===== src/rtl/trace_pkg.sv =====
// Shared constants, FSM encoding and record byte selection for the UART trace port.
package trace_pkg;

    localparam logic [7:0] TRACE_SYNC_BYTE = 8'hA5;
    localparam int         TRACE_REC_BYTES = 9;
    localparam int         TRACE_W         = 64;

    typedef enum logic [1:0] {
        ST_IDLE  = 2'd0,
        ST_START = 2'd1,
        ST_DATA  = 2'd2,
        ST_STOP  = 2'd3
    } tx_state_e;

    // Byte idx of a record: 0 is the sync byte, 1..8 walk {pc, instr} MSB first.
    function automatic logic [7:0] rec_byte(input logic [TRACE_W-1:0] rec,
                                            input logic [3:0]         idx);
        logic [7:0] b;
        b = TRACE_SYNC_BYTE;
        case (idx)
            4'd1:    b = rec[63:56];
            4'd2:    b = rec[55:48];
            4'd3:    b = rec[47:40];
            4'd4:    b = rec[39:32];
            4'd5:    b = rec[31:24];
            4'd6:    b = rec[23:16];
            4'd7:    b = rec[15:8];
            4'd8:    b = rec[7:0];
            default: b = TRACE_SYNC_BYTE;
        endcase
        return b;
    endfunction

endpackage


===== src/rtl/trace_fifo.sv =====
// Synchronous FIFO with wrap-bit pointers; a push is accepted while full if a pop
// happens in the same cycle, because the freed slot is the one being written.
module trace_fifo #(
    parameter int W     = 64,
    parameter int DEPTH = 8
) (
    input  logic         clk,
    input  logic         rst,
    input  logic         push,
    input  logic         pop,
    input  logic [W-1:0] wdata,
    output logic [W-1:0] rdata,
    output logic         full,
    output logic         empty
);

    localparam int AW = $clog2(DEPTH);

    logic [AW:0]  wr_ptr;
    logic [AW:0]  rd_ptr;
    logic [W-1:0] mem [DEPTH];
    logic         do_push;
    logic         do_pop;

    assign empty   = (wr_ptr == rd_ptr);
    assign full    = (wr_ptr[AW] != rd_ptr[AW]) && (wr_ptr[AW-1:0] == rd_ptr[AW-1:0]);
    assign do_pop  = pop && !empty;
    assign do_push = push && (!full || do_pop);
    assign rdata   = mem[rd_ptr[AW-1:0]];

    always_ff @(posedge clk or negedge rst) begin
        if (!rst) begin
            wr_ptr <= '0;
            rd_ptr <= '0;
        end else begin
            if (do_push) wr_ptr <= wr_ptr + 1'b1;
            if (do_pop)  rd_ptr <= rd_ptr + 1'b1;
        end
    end

    // Storage carries no reset; the pointers alone define what is valid.
    always_ff @(posedge clk) begin
        if (do_push) mem[wr_ptr[AW-1:0]] <= wdata;
    end

endmodule


===== src/rtl/trace_uart_tx.sv =====
// Buffers retire events (pc, instr) and streams each as a 9-byte 8N1 record:
// A5, pc MSB..LSB, instr MSB..LSB. Events arriving into a full FIFO are dropped and counted.
module trace_uart_tx
    import trace_pkg::*;
#(
    parameter int CLKS_PER_BIT = 868,
    parameter int DEPTH        = 8
) (
    input  logic        clk,
    input  logic        rst,
    input  logic        trace_valid,
    input  logic [31:0] trace_pc,
    input  logic [31:0] trace_instr,
    output logic        txd,
    output logic        busy,
    output logic        fifo_full,
    output logic        overflow,
    output logic [15:0] drop_cnt
);

    localparam logic [15:0] BAUD_LAST = 16'(CLKS_PER_BIT - 1);

    tx_state_e            state_q, state_d;
    logic [15:0]          baud_q, baud_d;
    logic [2:0]           bit_q, bit_d;
    logic [3:0]           byte_q, byte_d;
    logic [TRACE_W-1:0]   shadow_q;
    logic                 txd_q, txd_d;
    logic [7:0]           cur_byte;

    logic                 f_full;
    logic                 f_empty;
    logic [TRACE_W-1:0]   f_rdata;
    logic                 pop;
    logic                 push;
    logic                 drop;
    logic                 baud_tick;

    // Valid/ready: the core never waits. An event is taken when trace_valid is high and
    // the FIFO has room, or a pop frees a slot in the same cycle; otherwise it is dropped.
    assign pop       = (state_q == ST_IDLE) && !f_empty;
    assign push      = trace_valid && (!f_full || pop);
    assign drop      = trace_valid && f_full && !pop;
    assign baud_tick = (baud_q == BAUD_LAST);

    trace_fifo #(
        .W     (TRACE_W),
        .DEPTH (DEPTH)
    ) u_fifo (
        .clk   (clk),
        .rst   (rst),
        .push  (push),
        .pop   (pop),
        .wdata ({trace_pc, trace_instr}),
        .rdata (f_rdata),
        .full  (f_full),
        .empty (f_empty)
    );

    always_ff @(posedge clk or negedge rst) begin
        if (!rst) begin
            state_q <= ST_IDLE;
            baud_q  <= '0;
            bit_q   <= '0;
            byte_q  <= '0;
        end else begin
            state_q <= state_d;
            baud_q  <= baud_d;
            bit_q   <= bit_d;
            byte_q  <= byte_d;
        end
    end

    always_comb begin
        state_d = state_q;
        baud_d  = baud_q;
        bit_d   = bit_q;
        byte_d  = byte_q;
        case (state_q)
            ST_IDLE: begin
                baud_d = '0;
                bit_d  = '0;
                if (pop) begin
                    state_d = ST_START;
                    byte_d  = '0;
                end
            end
            ST_START: begin
                if (baud_tick) begin
                    state_d = ST_DATA;
                    baud_d  = '0;
                    bit_d   = '0;
                end else begin
                    baud_d = baud_q + 16'd1;
                end
            end
            ST_DATA: begin
                if (baud_tick) begin
                    baud_d = '0;
                    if (bit_q == 3'd7) state_d = ST_STOP;
                    else               bit_d   = bit_q + 3'd1;
                end else begin
                    baud_d = baud_q + 16'd1;
                end
            end
            ST_STOP: begin
                if (baud_tick) begin
                    baud_d = '0;
                    // Next byte starts immediately; the record ends after byte 8.
                    if (byte_q < 4'(TRACE_REC_BYTES - 1)) begin
                        byte_d  = byte_q + 4'd1;
                        state_d = ST_START;
                    end else begin
                        state_d = ST_IDLE;
                    end
                end else begin
                    baud_d = baud_q + 16'd1;
                end
            end
            default: begin
                state_d = ST_IDLE;
                baud_d  = '0;
            end
        endcase
    end

    // txd is registered from the next state so the line changes on the same edge as the FSM.
    // Shadow and byte index never change on a transition into DATA, so the current byte is valid.
    assign cur_byte = rec_byte(shadow_q, byte_q);

    always_comb begin
        txd_d = 1'b1;
        case (state_d)
            ST_START: txd_d = 1'b0;
            ST_DATA:  txd_d = cur_byte[bit_d];
            default:  txd_d = 1'b1;
        endcase
    end

    always_ff @(posedge clk or negedge rst) begin
        if (!rst) begin
            txd_q    <= 1'b1;
            shadow_q <= '0;
        end else begin
            txd_q <= txd_d;
            if (pop) shadow_q <= f_rdata;
        end
    end

    always_ff @(posedge clk or negedge rst) begin
        if (!rst) begin
            overflow <= 1'b0;
            drop_cnt <= '0;
        end else if (drop) begin
            overflow <= 1'b1;
            if (drop_cnt != 16'hFFFF) drop_cnt <= drop_cnt + 16'd1;
        end
    end

    assign txd       = txd_q;
    assign busy      = (state_q != ST_IDLE) || !f_empty;
    assign fifo_full = f_full;

endmodule


===== config.mk =====
export PLATFORM = sky130hd
export DESIGN_NAME = trace_uart_tx
export DESIGN_NICKNAME = d
export VERILOG_FILES = /design/src/rtl/trace_pkg.sv /design/src/rtl/trace_fifo.sv /design/src/rtl/trace_uart_tx.sv
export SDC_FILE = /design/constraint.sdc
export NUM_CORES = 1
export LEC_CHECK = 0
export ABC_AREA = 0
export ABC_CLOCK_PERIOD_IN_PS = 9300
export BUFFER_PORTS_ARGS = -buffer_cell sky130_fd_sc_hd__buf_2
export CAP_MARGIN = 0
export CELL_PAD_IN_SITES_DETAIL_PLACEMENT = 1
export CELL_PAD_IN_SITES_GLOBAL_PLACEMENT = 1
export CORE_MARGIN = 4
export CORE_UTILIZATION = 50
export DETAILED_ROUTE_END_ITERATION = 10
export PLACE_DENSITY = 0.72
export REMOVE_ABC_BUFFERS = 1
export SETUP_SLACK_MARGIN = 0.15
export SLEW_MARGIN = 20
export SYNTH_ARGS = -nofsm -noshare
export SYNTH_HDL_FRONTEND = slang
export SYNTH_SLANG_ARGS = --single-unit

===== constraint.sdc =====
create_clock -name clk -period 9.3 [get_ports clk]
set_input_delay 1.395 -clock clk [delete_from_list [all_inputs] [get_ports clk]]
set_output_delay 1.395 -clock clk [all_outputs]
set_load 0.005 [all_outputs]

After elaboration in Yosys (flattened, before gate mapping). Memories as Yosys holds them, arrays and structs flattened. A register that Yosys moved wholly into a read port is not among the register bits. Index checks and enable logic that the tools add are counted.

Register bits: 51. Bits in writable memories: 512. Output and inout port bits: 20. Word-level logic and storage cells: 83. Memories: 1.

Memory list: u_fifo.mem (depth 8, bits a word 64, rd ports 1, clocked after memory_dff 1, write ports 1, line trace_fifo.sv:21) `logic [W-1:0] mem [DEPTH];`.

Add/subtract/negate cells: 6. $lt $le $gt $ge: 2. Equality and inequality tests: 22. Muxes and demuxes: 23. Reduce and logical (&&, ||, !) cells: 20.

Operators with widths (number): $pmux 8 s8 (1); $add 16x1->16 const B (2); $pmux 16 s2 (1); $eq 16x10->1 const B (1); $eq 4x3->1 const B (4); $mux 16 (1); $ne 16x16->1 const B (1); $add 4x1->4 const B (3); $mux 4 (3); $mux 2 (5); $mux 3 (3); $pmux 3 s3 (1); $eq 4x2->1 const B (2); $pmux 2 s4 (1); $pmux 4 s2 (1); $logic_and 1x1->1 (7); $eq 2x2->1 const B (3); $ne 2x2->1 const B (3); $eq 2x1->1 const B (2); $eq 4x1->1 const B (1); $eq 4x4->1 (1); $eq 4x4->1 const B (1); $logic_not 1->1 (4); $lt 3x4->1 const B (1); other kinds (14) (20).

Depth between registers and ports, before layout.
Depth after elaboration: 8. Depth in mapped cells: 11. Mapped depth without buffers: 9.

By module. Synthesis repeated with hierarchy kept, for this count alone.

Cell total of the unflattened synthesis: 1364. Area total of the unflattened synthesis: 24832.6 um^2.

By module, submodules not included: trace_fifo (instances 1, cells an instance 797, area an instance 19733.9 um^2, seq. area each 15574.9 um^2); trace_uart_tx (instances 1, cells an instance 567, area an instance 5098.6 um^2, seq. area each 2678.8 um^2).

Least setup slack after synthesis. No wires, ideal clock.

Path kind: input port to flip-flop. Start point: input trace_valid. End point: memory u_fifo.mem[0][0], enable pin. Setup time: 644 ps. Arrival: 7605 ps. Required time: 8656 ps. Slack: 1051 ps. Stages: 2. Cell sequence: nand2_1 -> nor4_1.

Word-level cells in the longest chain between the ends: 4.

RTL lines: from (decl) (line trace_uart_tx.sv:11) `input logic trace_valid,`; $logic_and 1x1->1 (line trace_uart_tx.sv:42) `assign push = trace_valid && (!f_full || pop);`; $logic_and 1x1->1 (line trace_fifo.sv:28) `assign do_push = push && (!full || do_pop);`; $mux 1 (line trace_fifo.sv:43) `if (do_push) mem[wr_ptr[AW-1:0]] <= wdata;`; $mux 1 (implied by the code) (line trace_fifo.sv:43); to (decl) (line trace_fifo.sv:21).

Every way passes these cells.

Final worst setup path.
Start point: register u_fifo.rd_ptr[0]. End point: memory u_fifo.mem[6][39], enable pin.

Word-level cells in the longest chain between the ends: 8.

RTL lines: from (decl) (line trace_fifo.sv:20) `logic [AW:0] rd_ptr;`; from (signal assigned) (line trace_fifo.sv:37) `if (do_pop) rd_ptr <= rd_ptr + 1'b1;`; $eq 4x4->1 / $eq 3x3->1 (equally long branches) (line trace_fifo.sv:25, trace_fifo.sv:26); $logic_not 1->1 / $logic_and 1x1->1 (equally long branches) (line trace_fifo.sv:27, trace_uart_tx.sv:41, trace_fifo.sv:26); $logic_and 1x1->1 / $logic_not 1->1 (equally long branches) (line trace_uart_tx.sv:41, trace_fifo.sv:28, trace_uart_tx.sv:42); $logic_or 1x1->1 / $logic_and 1x1->1 (equally long branches) (line trace_uart_tx.sv:42, trace_fifo.sv:27); $logic_and 1x1->1 / $logic_or 1x1->1 (equally long branches) (line trace_uart_tx.sv:42, trace_fifo.sv:28); $logic_and 1x1->1 (*) (line trace_fifo.sv:28); $mux 1 (*) (line trace_fifo.sv:43); $mux 1 (implied by the code) (*) (line trace_fifo.sv:43).

Mark *: on every way between the ends. The rest lies on a longest branch, timed or not.

==> impl_summary.txt <==
----------------------------------------------------
[Clocking]
  Number of gates resized after cts ... 0
  Number of buffers added to fix hold violations after cts ... 0
  Clock Sinks ... about 630
  TritonCTS Buffers ... between 60 and 70
  Largest buffer count on any clock path ... 3
  Post CTS Setup Buffer Count ... 0
  Clock transition time at the flip-flop clock pins of the worst setup and hold paths ... roughly 60 ps
  Number of H-tree branching levels ... 3
  Root Buffer Master ... sky130_fd_sc_hd__clkbuf_16
  CTS tree ... done
  Worst-skew pair later-pin latency ... 610 ps

[Critical path]
  Critical R2R Launch ... u_fifo.rd_ptr[0]
  Kind of cell adding the most delay to the critical path ... simple AND/OR/NAND/NOR gates
  Worst-path fanout max ... 40
  Arrival time worst endpoint ... between 4000 and 5000 ps
  Critical Path Most Common Cell ... sky130_fd_sc_hd__nand2_1
  Launch point of the critical path ... u_fifo.rd_ptr[0]
  Worst path cell trace ... xor2_2 -> nor4_4 -> o21ai_0 -> nand2_1 -> inv_1 -> nand2_1 -> nor2_4 -> buf_4
  Register-to-register path setup slack ... ~5500 ps
  Slowest cell on the critical path ... sky130_fd_sc_hd__dfrtp_4
  Logic depth of the worst setup path including buffers ... 8
  Critical Path RT ... around 9500 ps
  Critical Path Sink Type ... flip-flop
  Worst Path Class, Setup ... flip-flop to flip-flop
  Endpoint of the lowest-slack register-to-register path ... u_fifo.mem[6][39]
  Number of cells on the worst reg-to-reg path ... 8
  Kind of start point of the critical path ... flip-flop
  CP endpoint ... u_fifo.mem[6][39]
  Critical path buffers and inverters ... 2
  Max incr delay on CP ... 790 ps

[Synthesis]
  Adder-cell share of the synthesized area ... 0.00459
  Avg Synthesized Cell Area ... roughly 19 um2
  Sequential cell area fraction in the yosys report ... 0.745
  Most area-consuming cells after synthesis ... sky130_fd_sc_hd__edfxtp_1 63%, sky130_fd_sc_hd__mux4_2 12%, sky130_fd_sc_hd__dfrtp_1 12%
  Share of the synthesized area in the top cell type ... 0.627
  Number of instances in the synthesized netlist ... ~1,300
  Multiplexer area fraction after synthesis ... 0.146
  Combinational family with the most area after synthesis ... multiplexers
  Flip-flop and latch count after synthesis ... 627
  Library cell occupying the most area in the post-synthesis netlist ... sky130_fd_sc_hd__edfxtp_1
  Most frequently used flop master after synthesis ... sky130_fd_sc_hd__edfxtp_1
  Post-synthesis share of cell area spent on xor and xnor gates ... 0.0145
  Leading cell type by number of instances after synthesis ... sky130_fd_sc_hd__edfxtp_1
  Number of enable flip-flop cells after synthesis ... around 500
  Proportion of synthesized flip-flops having asynchronous set or reset ... 0.183
  Synth Warn # ... 0
  Synth top cells by count ... 512 x sky130_fd_sc_hd__edfxtp_1, 128 x sky130_fd_sc_hd__mux4_2, 114 x sky130_fd_sc_hd__dfrtp_1
  Netlist Area Pre-Place ... ~25,000 um2
  Compound-gate portion of the synthesized area ... 0.0337
  Area share of and/or/nand/nor cells after synthesis ... 0.0420
  Number of unique standard cell types used by synthesis ... between 60 and 70

[GRT]
  Vias in the first global route ... between 10,000 and 15,000
  Maximum number of pins on one net before global-route repair ... 85
  Grt ovf ... 0
  Wire length of the first global-routing pass ... 83,300 um
  Total routing usage reported by global routing ... 0.208
  Number of antenna violations at the first check in global routing ... 5

[Route]
  Initial detailed-routing violation count ... 998
  Total Wirelength ... between 50,000 and 60,000 um
  Vias per std cell ... about 5.8
  Via total after detailed routing ... ~12,000
  Number of nets with antenna violations after routing ... 0
  Pre-Repair DR Iteration Count ... 5
  Wire length on met3 ... 2540 um
  Uppermost metal layer occupied by signal nets ... met5
  Routed met2 length ... between 20,000 and 30,000 um
  DRC violation count after routing ... 0
  Average wire per standard cell ... about 25 um
  Met1 WL ... 22,900 um

[Finish]
  Net count, final ... approximately 1,500
  Share of cells above drive strength 1 ... 0.251
  Finished Cell Area ... ~28,000 um2
  Final-layout fill cell count ... 4,192
  Area Overhead vs Synth ... 13.9%

[Placed design]
  Port Buffer Count ... 86
  Detail Placement HPWL ... roughly 29,000 um
  Placer congestion estimate ... between 0.7 and 0.8
  Dpl ws ... between 5000 and 6000 ps
  Placed cell areas ... approximately 26,000 um2

[Pwr]
  Total leakage power ... 9.75 nW
  Flop pwr share ... 0.459
  Switching share of power ... 0.286
  Portion of total power attributed to combinational logic ... 0.227
  Internal portion of total power ... roughly 0.006 W
  NetSw ... around 0.0024 W
  Worst IR drop on VDD ... about 230 uV
  Proportion of power drawn by the clock network ... 0.313
  Total power ... about 0.0084 W
  Pwr Density ... roughly 300 nW/um2

[Run status]
  Outcome ... completed

[Die]
  Total Die Area ... 52,600 um2
  Initial Util ... 0.509
  Floorplan core area ... 48,100 um2
  Die H ... 229 um
  Std cell rows ... 80
  Top-Level Pins ... a little under 90
  X dimension of the die ... 229 um

[Timing]
  Final Max Tran Viols ... 0
  Setup ws final ... ~5500 ps
  RSZ-0062 raised after global routing ... no
  Setup Total Neg Slack ... 0 ps
  Clock skew ... about 25 ps
  Clock period minus final worst setup slack ... around 3800 ps
  Peak clock frequency supported by timing ... between 200 and 300 MHz
  Number of hold violations in the final report ... 0
  Transition time at the pin with the least slew margin ... approximately 1100 ps
  Relative slew slack ... 0.269
  Final period util ... 0.410
  Setup violations, final ... 0

[Run]
  Number of maximum-capacitance constraint violations ... 0

[Min path]
  Class of the worst hold path ... flip-flop to flip-flop

----------------------------------------------------
## kinds of logic (layout without fill, tap and decap cells)
logic type	Yosys count	in the layout
other	0	1
buffers and inverters	85	248
adders and majority gates	9	9
and+or+nand+nor	204	204
AOI/OAI and AO/OA	131	131
muxes	197	197
DFF	627	627
xor gates and xnor gates	39	39
## layout make-up
class / count / area (um2) / area share
diodes: 1 / 2.50 / 0.0000896
clock buffers: 90 / 1820 / 0.0650
clock inverters: 32 / 363 / 0.0130
inverters: 15 / 57.6 / 0.00206
multi-input cells: 580 / 5950 / 0.213
flip-flops and latches: 627 / 18300 / 0.654
well taps: 656 / 821 / 0.0294
repair buffers: 111 / 637 / 0.0228
## worst min-delay path by stage
stage	start	end	slack, ps	cells after the start
2_1_floorplan	shadow_q[58]	shadow_q[58]	440	2
3_3_place_gp	overflow	overflow	440	1
3_5_place_dp	overflow	overflow	470	1
4_1_cts	overflow	overflow	490	1
5_1_grt	overflow	overflow	490	1
6_report	overflow	overflow	480	1
## sequential cells by signal, summed over array words and instances, names as in the netlist
name and count:
u_fifo.mem 512, shadow_q 64, baud_q 16, drop_cnt 16, byte_q 4, u_fifo.rd_ptr 4
u_fifo.wr_ptr 4, bit_q 3, state_q 2, overflow 1, txd 1
## power groups by stage
stage          Sequential [W]  Clock [W]  Combinational (W)
3_5_place_dp          0.00394          0            0.00195
6_report              0.00388    0.00264            0.00192
5_1_grt               0.00393    0.00285            0.00210
4_1_cts               0.00389    0.00271            0.00197
3_3_place_gp          0.00390          0            0.00190
2_1_floorplan         0.00405          0            0.00137
## cells in the final DEF (no fill, tap or decap), types with 4 or more instances in the layout
cell                        Yosys  routed
sky130_fd_sc_hd__ha_1           9       9
sky130_fd_sc_hd__clkbuf_1      44      20
sky130_fd_sc_hd__o21ai_0       75      75
sky130_fd_sc_hd__a21oi_1       11      11
sky130_fd_sc_hd__clkbuf_16      0      69
sky130_fd_sc_hd__bufinv_16      0       7
sky130_fd_sc_hd__nand2_1       99      99
sky130_fd_sc_hd__nor2_1        33      31
sky130_fd_sc_hd__xnor2_1       17      17
sky130_fd_sc_hd__inv_1         15      14
sky130_fd_sc_hd__nor3_1         9       5
sky130_fd_sc_hd__edfxtp_1     512     512
sky130_fd_sc_hd__clkinv_1       0       9
sky130_fd_sc_hd__nand3_1       16      16
sky130_fd_sc_hd__buf_2         15      85
sky130_fd_sc_hd__mux4_2       128     128
sky130_fd_sc_hd__xor2_1        20      20
sky130_fd_sc_hd__a222oi_1       6       6
sky130_fd_sc_hd__clkinv_2       0       9
sky130_fd_sc_hd__nand4_1        8       8
sky130_fd_sc_hd__nor3_2         1       5
sky130_fd_sc_hd__inv_6          0       5
sky130_fd_sc_hd__mux2i_1       65      65
sky130_fd_sc_hd__a221oi_1       4       4
sky130_fd_sc_hd__a22oi_1       10      10
sky130_fd_sc_hd__and3_1         9       9
sky130_fd_sc_hd__buf_4          2      24
sky130_fd_sc_hd__dfrtp_1      114     111
sky130_fd_sc_hd__and2_1         5       5
## per-layer routing
metal / vias up / track usage
li1: 5359 / -
met1: 6481 / 0.282
met2: 283 / 0.346
met3: 88 / 0.0439
met4: 8 / 0.0574
met5: - / 0
## metrics by stage
stage | utilization | std cells | hold WS (ps)
after detailed placement | 0.534 | 1988 | 469
after CTS | 0.579 | 2110 | 485
final | 0.580 | 2112 | 475
after floorplan | - | 1222 | 443
after global routing | 0.580 | 2111 | 495
after global placement | 0.534 | 1988 | 443
No activity file was read; power rests on OpenSTA's default activity.
